==> src/rtl/l2_cacheline_adapter.sv <==
// Line-to-burst adapter between the L2/EWB line interface and the physical-memory beat port.
// Optional build macro L2_ADAPTER_PERF_CNT_EN adds hierarchical-only performance counters.
module l2_cacheline_adapter #(
  parameter int LINE_W  = 256,
  parameter int BURST_W = 64,
  parameter int ADDR_W  = 32
) (
  input  logic               clk,
  input  logic               rst,
  input  logic               read_i,
  input  logic               write_i,
  input  logic [ADDR_W-1:0]  address_i,
  input  logic [LINE_W-1:0]  line_i,
  output logic [LINE_W-1:0]  line_o,
  output logic               resp_o,
  output logic               read_o,
  output logic               write_o,
  output logic [ADDR_W-1:0]  address_o,
  output logic [BURST_W-1:0] burst_o,
  input  logic [BURST_W-1:0] burst_i,
  input  logic               resp_i
);

  localparam int BEATS = LINE_W / BURST_W;
  localparam int CNT_W = (BEATS > 1) ? $clog2(BEATS) : 1;
  localparam logic [CNT_W-1:0]  LAST_BEAT = CNT_W'(BEATS - 1);
  localparam logic [ADDR_W-1:0] ADDR_MASK = ~(ADDR_W'((LINE_W / 8) - 1));

  localparam logic [1:0] IDLE  = 2'd0;
  localparam logic [1:0] READ  = 2'd1;
  localparam logic [1:0] WRITE = 2'd2;
  localparam logic [1:0] DONE  = 2'd3;

  logic [1:0]         state_q, state_d;
  logic [CNT_W-1:0]   cnt_q, cnt_d;
  logic [CNT_W-1:0]   cnt_inc;
  logic [ADDR_W-1:0]  addr_q, addr_d;
  logic [LINE_W-1:0]  wbuf_q, wbuf_d;
  logic [LINE_W-1:0]  line_q, line_d;
  logic [BURST_W-1:0] burst_q, burst_d;
  logic               read_q, read_d;
  logic               write_q, write_d;
  logic               resp_q, resp_d;

  assign cnt_inc = cnt_q + CNT_W'(1);

  // Next-state, beat counter and datapath for the line transfer FSM.
  always_comb begin
    state_d = state_q;
    cnt_d   = cnt_q;
    addr_d  = addr_q;
    wbuf_d  = wbuf_q;
    line_d  = line_q;
    burst_d = burst_q;
    case (state_q)
      IDLE: begin
        cnt_d = '0;
        if (write_i) begin
          state_d = WRITE;
          addr_d  = address_i & ADDR_MASK;
          wbuf_d  = line_i;
          burst_d = line_i[BURST_W-1:0];
        end else if (read_i) begin
          state_d = READ;
          addr_d  = address_i & ADDR_MASK;
        end else begin
          state_d = IDLE;
        end
      end
      READ: begin
        if (resp_i) begin
          line_d[int'(cnt_q) * BURST_W +: BURST_W] = burst_i;
          if (cnt_q == LAST_BEAT) begin
            state_d = DONE;
            cnt_d   = '0;
          end else begin
            cnt_d = cnt_inc;
          end
        end else begin
          state_d = READ;
        end
      end
      WRITE: begin
        // burst_o is pre-loaded with the next slice so it tracks cnt without a mux on the output.
        if (resp_i) begin
          if (cnt_q == LAST_BEAT) begin
            state_d = DONE;
            cnt_d   = '0;
          end else begin
            cnt_d   = cnt_inc;
            burst_d = wbuf_q[int'(cnt_inc) * BURST_W +: BURST_W];
          end
        end else begin
          state_d = WRITE;
        end
      end
      DONE: begin
        state_d = IDLE;
        cnt_d   = '0;
      end
      default: begin
        state_d = IDLE;
        cnt_d   = '0;
      end
    endcase
    read_d  = (state_d == READ);
    write_d = (state_d == WRITE);
    resp_d  = (state_d == DONE);
  end

  // State and output registers with synchronous reset.
  always_ff @(posedge clk) begin
    if (rst) begin
      state_q <= IDLE;
      cnt_q   <= '0;
      addr_q  <= '0;
      wbuf_q  <= '0;
      line_q  <= '0;
      burst_q <= '0;
      read_q  <= 1'b0;
      write_q <= 1'b0;
      resp_q  <= 1'b0;
    end else begin
      state_q <= state_d;
      cnt_q   <= cnt_d;
      addr_q  <= addr_d;
      wbuf_q  <= wbuf_d;
      line_q  <= line_d;
      burst_q <= burst_d;
      read_q  <= read_d;
      write_q <= write_d;
      resp_q  <= resp_d;
    end
  end

  assign line_o    = line_q;
  assign resp_o    = resp_q;
  assign read_o    = read_q;
  assign write_o   = write_q;
  assign address_o = addr_q;
  assign burst_o   = burst_q;

`ifdef L2_ADAPTER_PERF_CNT_EN
  int num_line_reads;
  int num_line_writes;
  int num_mem_wait_cycles;

  // Transfer and memory-stall statistics.
  always_ff @(posedge clk) begin
    if (rst) begin
      num_line_reads      <= 0;
      num_line_writes     <= 0;
      num_mem_wait_cycles <= 0;
    end else begin
      if (state_q == IDLE && state_d == READ) begin
        num_line_reads <= num_line_reads + 1;
      end
      if (state_q == IDLE && state_d == WRITE) begin
        num_line_writes <= num_line_writes + 1;
      end
      if ((state_q == READ || state_q == WRITE) && !resp_i) begin
        num_mem_wait_cycles <= num_mem_wait_cycles + 1;
      end
    end
  end
`else
  // Counters are not built; datapath behaviour is unchanged.
`endif

endmodule

==> config.mk <==
export PLATFORM = sky130hd
export DESIGN_NAME = l2_cacheline_adapter
export DESIGN_NICKNAME = d
export VERILOG_FILES = /design/src/rtl/l2_cacheline_adapter.sv
export SDC_FILE = /design/constraint.sdc
export NUM_CORES = 1
export LEC_CHECK = 0
export ABC_AREA = 1
export CORE_AREA = 2 2 276 278
export CTS_BUF_LIST = sky130_fd_sc_hd__clkbuf_8
export CTS_CLUSTER_SIZE = 16
export DETAILED_ROUTE_END_ITERATION = 10
export DIE_AREA = 0 0 278 280
export SETUP_SLACK_MARGIN = 0.2
export SLEW_MARGIN = 25
export SYNTH_ARGS = -nofsm -noshare
export SYNTH_HDL_FRONTEND = slang
export SYNTH_SLANG_ARGS = --single-unit
==> constraint.sdc <==
create_clock -name clk -period 2.75 [get_ports clk]
set_clock_uncertainty 0.1 [all_clocks]
set_input_delay 0.4125 -clock clk [delete_from_list [all_inputs] [get_ports clk]]
set_output_delay 0.4125 -clock clk [all_outputs]
set_load 0.1 [all_outputs]
==> flow_summary.json <==
{
  "wl_per_cell_microns": 18.86,
  "critPathKind": "reg2reg",
  "grt_overflow_total": 0,
  "drive_above_1_share": 0.1387,
  "htreeDepth": 3,
  "drv_cap": 0,
  "clk_latency_ns": 0.71,
  "syn_area_per_cell_sq_um": 6.926,
  "place.gp.congestion": 0.8230,
  "clk_pin_slew_worst_paths_ns": 0.06,
  "initial_utilization": 0.3458,
  "cts_root_buf": "clkbuf_8",
  "hold-path-cell-count": 3,
  "dp_hpwl_microns": 67440,
  "crit_path_cell_trace": "inv_1, ha_4, clkinv_2, nor2_4, buf_12, buf_12, nand4_1, a21oi_1",
  "min_period_ns": 2.314,
  "drv_slew": 0,
  "hold_viol": 0,
  "cts_tree": "yes",
  "crit_top_cell": "buf_12",
  "yosys.area.top_type": "dfxtp_1",
  "finalSetupViolCount": 0,
  "antenna_found_initial": 26,
  "maxSlewHeadroom": 0.3832,
  "critPathMaxStageDelay_ns": 0.50,
  "ant_nets": 0,
  "min_path_type": "in2reg",
  "slowest_stage": "ha_4",
  "ys_ff_latch": 610,
  "yosys_warnings": 0,
  "grtUsageTotal": 0.2510,
  "vias_per_cell": 4.902,
  "yosys-top-cells-area": "dfxtp_1 47%, nand2_1 12%, nor2_1 12%",
  "arrival_ns": 2.84,
  "first_pass_iters": 5,
  "peakVddDrop_mv": 0.4705,
  "reg2reg_slack_ns": 0.44,
  "cp_max_fo": 57,
  "netlist_area_sq_um": 26000,
  "cts.sinks": 610,
  "rows": 101,
  "fill_cells": 7799,
  "start_kind": "register",
  "fin_setup_tns_ns": 0,
  "status": "completed",
  "period_share": 0.8415,
  "core-area_sq_um": 75190,
  "whs_ns": 0.2092,
  "synth_top_area_share": 0.4697,
  "die_h_microns": 280,
  "grt_pass1_wl_microns": 151700,
  "wirelength_microns": 102000,
  "vias": 26516,
  "drtIter0Drc": 1792,
  "io_buffers": 701,
  "worstRegToRegCells": 8,
  "ys_seq_area_frac": 0.4697,
  "grt_max_degree": 122,
  "grt_setup_unrepaired": "no",
  "drcViolationCount": 0,
  "clock.fmax_ghz": 0.4321,
  "area_growth_pct": 34.99,
  "cts_made_buffers": 106,
  "synthCells": 3754,
  "required_ns": 3.28,
  "power.density_nw_per_um2": 688.2,
  "p_leak_nw": 15.03,
  "dieArea_sq_um": 77840,
  "die_x_microns": 278,
  "io_pins": 712,
  "clockBufferDepth": 3,
  "nNetsFinal": 4702,
  "tightest_slew_ns": 0.9253,
  "grt_pass1_vias": 24546,
  "crit_path_end_kind": "register",
  "synthDistinctLibCells": 28
}
## cell families after synthesis
group | count (synthesis) | synth area share
AO/OA/AOI/OAI | 610 | 0.1178
AND/OR/NAND/NOR | 2004 | 0.3160
flip-flops | 610 | 0.4697
other | 1 | 0.0001442
buffers and inverters | 520 | 0.09201
adder cells (fa/ha/maj) | 9 | 0.004331
## synthesized netlist by cell type
cell,number
clkbuf_1,121
nor2_2,3
nand3_1,192
buf_6,15
a21oi_1,322
nor2_4,2
nand2_4,2
a21boi_0,1
buf_4,47
buf_2,118
nand2_1,843
clkinv_2,1
o21ai_0,284
buf_1,6
nand2_2,2
a211oi_1,1
nor2_1,801
clkinv_1,2
conb_1,1
inv_4,1
inv_1,203
ha_1,9
nor2_8,1
o21bai_1,1
inv_2,6
dfxtp_1,610
o21ai_2,1
nand4_1,158
## registers in the layout, summed over array words and instances, names as in the netlist
register   cells
cnt_q          2
burst_o       64
write_o        1
resp_o         1
address_o     27
wbuf_q       256
read_o         1
state_q        2
line_o       256
## layout make-up
type / instances / area, sq um / share of cell area
diodes: 11 / 27.53 / 0.0007843
clock buffers: 140 / 1927 / 0.05490
clock inverters: 52 / 284.0 / 0.008092
inverters: 213 / 822.0 / 0.02342
multi-input cells: 2628 / 11480 / 0.3270
flip-flops and latches: 610 / 12220 / 0.3480
well taps: 978 / 1224 / 0.03486
repair buffers: 777 / 7122 / 0.2029
## metrics by stage
stage	cell area, sq um	cells	utilization	total power (W)	worst slack, ns
after global routing	35090	5406	0.4667	0.02533	0.2552
final	35100	5409	0.4668	0.02416	0.4359
after global placement	32850	5205	0.4368	0.01572	0.3917
after floorplan	26020	3758	-	0.01382	0.6077
after detailed placement	32850	5205	0.4368	0.01576	0.3688
after CTS	35070	5398	0.4664	0.02442	0.4048
## path summary, 6_finish.rpt
| check | startpoint | end |
|---|---|---|
| setup / recovery | cnt_q[1] | line_o[185] |
| hold / removal | line_i[141] | wbuf_q[141] |
| setup reg to reg | cnt_q[1] | line_o[185] |
| hold reg to reg | wbuf_q[117] | wbuf_q[117] |
## repair_timing
| item | 4_1_cts | 5_1_grt |
|---|---|---|
| hold buffers | 1 | 0 |
| resized for setup | 0 | 0 |
| endpoints found under the hold margin | 1 | 0 |
| setup buffers | 0 | 0 |
## metal layers
metal / part of all wire / global-route usage
met2: 0.47 / 0.4179
met3: 0.073 / 0.06487
met4: 0.031 / 0.09660
met5: 0.0018 / 0
met1: 0.42 / 0.3107
## report_power, final
part / total (W) / internal (W) / switching [W]
clock: 0.00861 / 0.00465 / 0.00396
combinational: 0.00576 / 0.00168 / 0.00409
sequential: 0.00978 / 0.00947 / 0.000311
total: 0.0242 / 0.0158 / 0.00836
## layout by cell type, fill, tap and decap left out, drive strengths merged, types with 9 or more instances in the layout
cell / count
a21oi: 322
nand2: 847
clkinv: 15
clkbuf: 141
clkdlybuf4s50: 350
diode: 11
o21ai: 285
nor2: 807
buf: 425
nand4: 158
nand3: 192
dfxtp: 610
ha: 9
inv: 246
## critical path: cells and delay by family, from the launching register on
kind	cells	cell delay, ns
adder cells (fa/ha/maj)	1	0.50
flip-flops	1	0.39
AND/OR/NAND/NOR	2	0.24
AO/OA/AOI/OAI	1	0.15
buffers and inverters	4	0.81
Power figures use the tool's default switching activity.
